File: src/rtl/irq_seq.sv
// Interrupt entry/return sequencer: pushes PC/SR, clears SR, loads the vector, and unwinds on RETI.
// Optional build macro IRQ_NMI_EN adds an edge-triggered non-maskable request (nmi_req/nmi_ack).
module irq_seq #(
  parameter int          NUM_IRQ  = 4,
  parameter logic [15:0] VEC_BASE = 16'hFFE0
) (
  input  logic               clk,
  input  logic               rst,
  input  logic [NUM_IRQ-1:0] irq_req,
  output logic [NUM_IRQ-1:0] irq_ack,
  input  logic               insn_boundary,
  input  logic               reti_req,
  input  logic [15:0]        pc_in,
  input  logic [15:0]        sp_in,
  input  logic [15:0]        sr_in,
  output logic               rf_RW,
  output logic [3:0]         rf_DA,
  output logic [15:0]        rf_Din,
  output logic [15:0]        mem_addr,
  output logic [15:0]        mem_wdata,
  output logic               mem_we,
  output logic               mem_re,
  input  logic [15:0]        mem_rdata,
  input  logic               mem_rdy,
`ifdef IRQ_NMI_EN
  input  logic               nmi_req,
  output logic               nmi_ack,
`endif
  output logic               busy
);

  localparam int IDX_W = (NUM_IRQ > 1) ? $clog2(NUM_IRQ) : 1;

  typedef enum logic [3:0] {
    IDLE, PUSH_PC, PUSH_SR, CLR_SR, VEC_RD, LOAD_PC, POP_SR, INC_SP1, POP_PC, INC_SP2
  } state_t;

  state_t           state_q, state_d;
  logic [IDX_W-1:0] idx_q, idx_d;
  logic [IDX_W-1:0] hi_idx;
  logic [15:0]      vec_q, vec_d;
  logic [15:0]      sp_dec, sp_inc, vec_addr;
  logic             nmi_sel;

  assign sp_dec = sp_in - 16'd2;
  assign sp_inc = sp_in + 16'd2;

`ifdef IRQ_NMI_EN
  logic nmi_prev_q, nmi_pend_q, nmi_pend_d, nmi_sel_q, nmi_sel_d;

  always_ff @(posedge clk) begin
    if (!rst) begin
      nmi_prev_q <= 1'b0;
      nmi_pend_q <= 1'b0;
      nmi_sel_q  <= 1'b0;
    end else begin
      nmi_prev_q <= nmi_req;
      nmi_pend_q <= nmi_pend_d;
      nmi_sel_q  <= nmi_sel_d;
    end
  end

  assign nmi_sel = nmi_sel_q;
  assign nmi_ack = (state_q == CLR_SR) && nmi_sel_q;
`else
  assign nmi_sel = 1'b0;
`endif

  // Highest set index wins, so later loop iterations override earlier ones.
  always_comb begin
    hi_idx = '0;
    for (int i = 0; i < NUM_IRQ; i++) begin
      if (irq_req[i]) hi_idx = IDX_W'(i);
    end
  end

  assign vec_addr = nmi_sel ? 16'hFFFC : (VEC_BASE + (16'(idx_q) << 1));

  always_ff @(posedge clk) begin
    if (!rst) begin
      state_q <= IDLE;
      idx_q   <= '0;
      vec_q   <= '0;
    end else begin
      state_q <= state_d;
      idx_q   <= idx_d;
      vec_q   <= vec_d;
    end
  end

  always_comb begin
    state_d   = state_q;
    idx_d     = idx_q;
    vec_d     = vec_q;
    irq_ack   = '0;
    rf_RW     = 1'b0;
    rf_DA     = 4'd0;
    rf_Din    = 16'h0000;
    mem_addr  = 16'h0000;
    mem_wdata = 16'h0000;
    mem_we    = 1'b0;
    mem_re    = 1'b0;
    busy      = (state_q != IDLE);
`ifdef IRQ_NMI_EN
    nmi_pend_d = nmi_pend_q | (nmi_req & ~nmi_prev_q);
    nmi_sel_d  = nmi_sel_q;
`endif

    case (state_q)
      IDLE: begin
        // RETI outranks any pending request; requests are re-examined once back here.
        if (reti_req) begin
          state_d = POP_SR;
`ifdef IRQ_NMI_EN
        end else if (insn_boundary && nmi_pend_q) begin
          state_d    = PUSH_PC;
          nmi_sel_d  = 1'b1;
          nmi_pend_d = nmi_req & ~nmi_prev_q;
`endif
        end else if (insn_boundary && (|irq_req) && sr_in[3]) begin
          state_d = PUSH_PC;
          idx_d   = hi_idx;
`ifdef IRQ_NMI_EN
          nmi_sel_d = 1'b0;
`endif
        end
      end
      PUSH_PC: begin
        mem_we    = 1'b1;
        mem_addr  = sp_dec;
        mem_wdata = pc_in;
        if (mem_rdy) begin
          rf_RW   = 1'b1;
          rf_DA   = 4'd1;
          rf_Din  = sp_dec;
          state_d = PUSH_SR;
        end
      end
      PUSH_SR: begin
        mem_we    = 1'b1;
        mem_addr  = sp_dec;
        mem_wdata = sr_in;
        if (mem_rdy) begin
          rf_RW   = 1'b1;
          rf_DA   = 4'd1;
          rf_Din  = sp_dec;
          state_d = CLR_SR;
        end
      end
      CLR_SR: begin
        rf_RW   = 1'b1;
        rf_DA   = 4'd2;
        rf_Din  = sr_in & 16'hFF47;
        if (!nmi_sel) irq_ack[idx_q] = 1'b1;
        state_d = VEC_RD;
      end
      VEC_RD: begin
        mem_re   = 1'b1;
        mem_addr = vec_addr;
        if (mem_rdy) begin
          vec_d   = mem_rdata;
          state_d = LOAD_PC;
        end
      end
      LOAD_PC: begin
        rf_RW   = 1'b1;
        rf_DA   = 4'd0;
        rf_Din  = vec_q & 16'hFFFE;
        state_d = IDLE;
      end
      POP_SR: begin
        mem_re   = 1'b1;
        mem_addr = sp_in;
        if (mem_rdy) begin
          rf_RW   = 1'b1;
          rf_DA   = 4'd2;
          rf_Din  = mem_rdata;
          state_d = INC_SP1;
        end
      end
      INC_SP1: begin
        rf_RW   = 1'b1;
        rf_DA   = 4'd1;
        rf_Din  = sp_inc;
        state_d = POP_PC;
      end
      POP_PC: begin
        mem_re   = 1'b1;
        mem_addr = sp_in;
        if (mem_rdy) begin
          rf_RW   = 1'b1;
          rf_DA   = 4'd0;
          rf_Din  = mem_rdata & 16'hFFFE;
          state_d = INC_SP2;
        end
      end
      INC_SP2: begin
        rf_RW   = 1'b1;
        rf_DA   = 4'd1;
        rf_Din  = sp_inc;
        state_d = IDLE;
      end
      default: state_d = IDLE;
    endcase
  end

endmodule

File: config.mk
export PLATFORM = sky130hd
export DESIGN_NAME = irq_seq
export DESIGN_NICKNAME = d
export VERILOG_FILES = /design/src/rtl/irq_seq.sv
export SDC_FILE = /design/constraint.sdc
export NUM_CORES = 1
export LEC_CHECK = 0
export CAP_MARGIN = 20
export CORE_AREA = 2 2 76 85
export DETAILED_ROUTE_END_ITERATION = 7
export DIE_AREA = 0 0 78 87
export PLACE_DENSITY = 0.85
export SKIP_LAST_GASP = 1
export SLEW_MARGIN = 20
export SYNTH_ARGS = -nofsm -noshare
export SYNTH_HDL_FRONTEND = slang
export SYNTH_SLANG_ARGS = --single-unit
export TNS_END_PERCENT = 10
File: constraint.sdc
create_clock -name clk -period 4.75 [get_ports clk]
set_input_delay 0.7125 -clock clk [delete_from_list [all_inputs] [get_ports clk]]
set_output_delay 0.7125 -clock clk [all_outputs]
set_load 0.01 [all_outputs]
## Yosys cells after proc, flatten, opt, wreduce, memory -nomap -nowiden

Cells that the tools add are included.

| storage, ports and cells | value |
|---|---|
| output and inout port bits | 60 |
| register bits | 22 |

| cells by class | value |
|---|---|
| bitwise gates (word level) | 1 |
| multiplexer cells | 27 |
| equal/unequal tests | 15 |
| add/sub/neg operators | 3 |
| $lt $le $gt $ge | 2 |
| reductions and logical operators | 15 |

Operators by type and width:

| operator | number |
|---|---|
| 16-bit case mux with 6 select lines | 1 |
| 16-bit two-way mux | 3 |
| 16-bit case mux with 3 select lines | 1 |
| 4-bit two-way mux | 8 |
| 16-bit case mux with 2 select lines | 1 |
| 4-bit case mux with 8 select lines | 1 |
| 16-bit by 2-bit adder with 16-bit output, second input constant | 1 |
| 4-bit by 3-bit equality test with 1-bit output, second input constant | 4 |
| 16-bit by 2-bit subtractor with 16-bit output, second input constant | 1 |
| 4-bit OR reduction | 3 |
| 2-bit inequality test, second input constant | 5 |
| 4-bit by 2-bit equality test with 1-bit output, second input constant | 2 |
| 4-bit equality test, second input constant | 2 |
| 2-bit case mux with 4 select lines | 1 |
| 6-bit by 4-bit adder with 7-bit output, first input constant | 1 |
| 1-bit two-way mux | 6 |
| 2-bit two-way mux | 3 |
| 6-bit AND reduction | 1 |
| 2-bit OR reduction | 3 |
| 4-bit by 1-bit equality test with 1-bit output, second input constant | 1 |
| 4-bit logical NOT | 1 |
| 4-bit nonzero test | 1 |
| 1-bit logical AND | 3 |
| 2-bit by 3-bit < comparator with 1-bit output, second input constant | 1 |
| other kinds (8) | 8 |

## Logic depth before layout (Yosys ltp)

| logic depth | value |
|---|---|
| depth in word-level cells | 6 |
| depth in mapped cells | 8 |

## Least setup slack after synthesis

OpenSTA, ideal clock, no wires.

| path | value |
|---|---|
| path type | in2out |
| start point | input sp_in[1] |
| end point | output mem_addr[13] |
| required time | 4.038 ns |
| setup slack | 1.555 ns |
| arrival | 2.482 ns |
| path buffers | 1 |
| cell stages on the path | 6 |
| cells stage by stage | inv_1 ha_1 or4b_1 clkbuf_1 or4_1 o311ai_1 |

| between the ends | value |
|---|---|
| cells in the longest elaborated chain, start to end | 2 |

Ends and longest elaborated chain:

| element | RTL line | source |
|---|---|---|
| from (decl) | 14 | `input logic [15:0] sp_in,` |
| 16-bit by 2-bit subtractor with 16-bit output | 45 | `assign sp_dec = sp_in - 16'd2;` |
| 16-bit case mux with 3 select lines | 109 | `case (state_q)` |
| to (decl) | 19 | `output logic [15:0] mem_addr,` |

No other way between the ends.

## Final worst setup path

Ends and elaborated chain as after synthesis.

==> results.md <==
- Crit path time final: 4360 ps
- Area of the core: 0.00601 mm²
- EDFF count, synth: 0
- Kind of critical path: in2out
- Die area: 0.00679 mm²
- Largest net degree at the start of global routing: 25
- Initial antenna violation count: 0
- Max FO, Critical Path: 8
- Total stage count of the critical path: 7
- Multi-input logic area: 0.00189 mm²
- Yosys Warn Count: 0
- Top-area cell type share of the netlist area: 16.9%
- Aggregate global-route resource usage: 26.9%
- Arr. time, crit path: 3650 ps
- Layout Nets: 548
- DRT Wirelength: 9440 µm
- Global-route wire length before repair: 15,100 µm
- Row count: 30
- Netlist Area Pre-Place: 0.00249 mm²
- Postcts setup bufs: 0
- Final Cycle Share: 91.8%
- CTS Sinks: 21
- Hold Worst Slack: 474 ps
- DRC viols: 0
- Number of port buffers: 130
- Rel. slew slack: 34.4%
- Cell Chain, Critical Path: clkdlybuf4s50_1 -> inv_1 -> ha_1 -> or4b_1 -> or4_1 -> o311ai_1 -> clkdlybuf4s50_1
- Worst min path class: reg2reg
- Vias per inst: 6.15
- Status: completed
- Seq. cell area: 420 µm²
- Crit. End Element: output pin
- TritonCTS clock tree: yes
- Main synth FF type: dfxtp_1
- Setup TNS: 0 ps
- Clock slew at reported path FFs: 80 ps
- WP buf/inv: 3
- Die Y: 87 µm
- # setup viols final: 0
- FMAX: 229 MHz
- Peak supply drop: 0.227 mV
- Root buffer cell: clkbuf_8
- Most common cell after layout, fill and taps aside: clkdlybuf4s50_1
- Hold Vio Cnt, Final: 0
- Synth area leaders: dfxtp_1 17%, nand2_1 8.9%, o21ai_0 6.0%, a22o_1 5.6%, a222oi_1 4.8%
- 1st-pass router iterations: 7
- Crit-path slowest cell: or4b_1
- Pins Over Slew Limit: 0
- R2r setup slk: 2140 ps
- WP data required: 4040 ps
- Final worst slack: 390 ps
- Area leader, netlist: dfxtp_1
- Filler cells: 542
- Worst-Skew Late Latency: 250 ps
- Die Wd: 78 µm
- Worst path max stage delay: 620 ps
- CTS max path bufs: 2
- DRT iter0 DRCs: 372
- Total power: 1.73 mW
- Final ANT Viol Nets: 0
- Maxcap violations: 0
- Crit path top cell by count: clkdlybuf4s50_1
- P per Cell Area: 447 mW/mm²
- Yosys cell types: 63
- Ys async rst share: 0%
- N_diodes: 0
- Vias: 3,393
- Place WS: 393 ps
- Number of global-route vias before repair: 3,168
- Most frequent cells in the layout: 130 x clkdlybuf4s50_1, 59 x nand2_1, 30 x o21ai_0
- Clock skew: 1.98 ps
- Hold path depth: 2
- GPL Wtd Cong: 0.933
- RSZ-0062 raised after global routing: no
- Total CTS buffers: 3
- Post-cts gate resize count: 0
- Area grow syn2layout: 54.9%
- CP top delay family: buffers and inverters
- CTS H-tree depth: 1
- R2R cell count: 5
- Layout cells sized above 1: 6.36%
- Number of synthesized register bits: 21
- Cell count after synthesis: 363
- Leakage: 1.42 nW
- Initial Utilization: 41.5%
- Global route overflow: 0
- Nature of the critical path startpoint: input port
- Worst-Margin Slew: 980 ps
- Post-synthesis sequential area ratio: 16.9%
- Mean routed wirelength per cell: 17.1 µm
- # hold bufs at CTS: 0
- Syn_area_per_cell: 6.87 µm²
- I/O Pins: 133
- Hpwl dp: 7090 µm
stage by stage:
step / cells / util [%] / cell area, µm²
global placement: 548 / 63.5 / 3820
detailed placement: 548 / 63.5 / 3820
floorplan: 364 / - / 2500
global route: 552 / 64.4 / 3860
finish: 552 / 64.4 / 3860
CTS: 552 / 64.3 / 3860
cell usage after synthesis (all sizes together) (2+ instances only):
cell and number:
a21boi 16, a21oi 13, a221o 2, a221oi 7, a222oi 12, a22o 16, a22oi 6, a31oi 2
and2 3, and3 6, and3b 2, and4 3, buf 5, clkbuf 31, dfxtp 21, ha 2
inv 7, nand2 59, nand3 14, nand4 4, nor2 29, nor2b 2, nor3 10, nor3b 4
nor4 5, o211a 3, o211ai 2, o21ai 32, o221a 6, o221ai 3, o311ai 2, or2 3
or4 4, xor2 7
metal layers:
layer  vias up  track usage [%]  wire length, µm
met4         0             10.5              300
met5         -                0                0
li1       1604                -                -
met3        27             2.90              872
met2       222             46.1             4470
met1      1540             34.7             3790
worst reg2reg max path: stages, from the launching register on:
cell      delay [ps]
dfxtp_1          600
nor2b_1          340
nand3_1          400
nor2_1           880
nand2_1          110
a21boi_0         190
worst paths after layout:
check                                start            to
worst min-delay path             vec_q[11]     vec_q[11]
worst max register to register  state_q[2]      vec_q[8]
worst max-delay path              sp_in[1]  mem_addr[13]
worst min register to register   vec_q[11]     vec_q[11]
kinds of logic after synthesis:
kind of cell               synth area share, %
AOI/OAI and AO/OA                         40.0
and+or+nand+nor                           31.2
DFF                                       16.9
buffers and inverters                     7.57
muxes                                    0.401
other                                    0.150
adders and majority gates                 1.00
xor gates and xnor gates                  2.81
report_power, final:
part	leakage, nW	total (mW)	switching (mW)	internal, mW
registers	0.171	0.262	0.0588	0.203
clock network	0.0255	0.116	0.0579	0.0583
logic	1.22	1.35	0.666	0.684
total	1.42	1.73	0.783	0.946
flip-flops by register name (all words and copies together), names as in the netlist:
register  flops
state_q       4
vec_q        15
idx_q         2
final cells by class:
cell class	count	area share [%]
sequential	21	10.9
multi-input combinational	299	48.9
tap	80	2.59
clock buffer	3	1.07
clock inverter	1	0.129
inverter	8	0.777
timing repair buffer	140	35.6
Power figures use the tool's default switching activity.
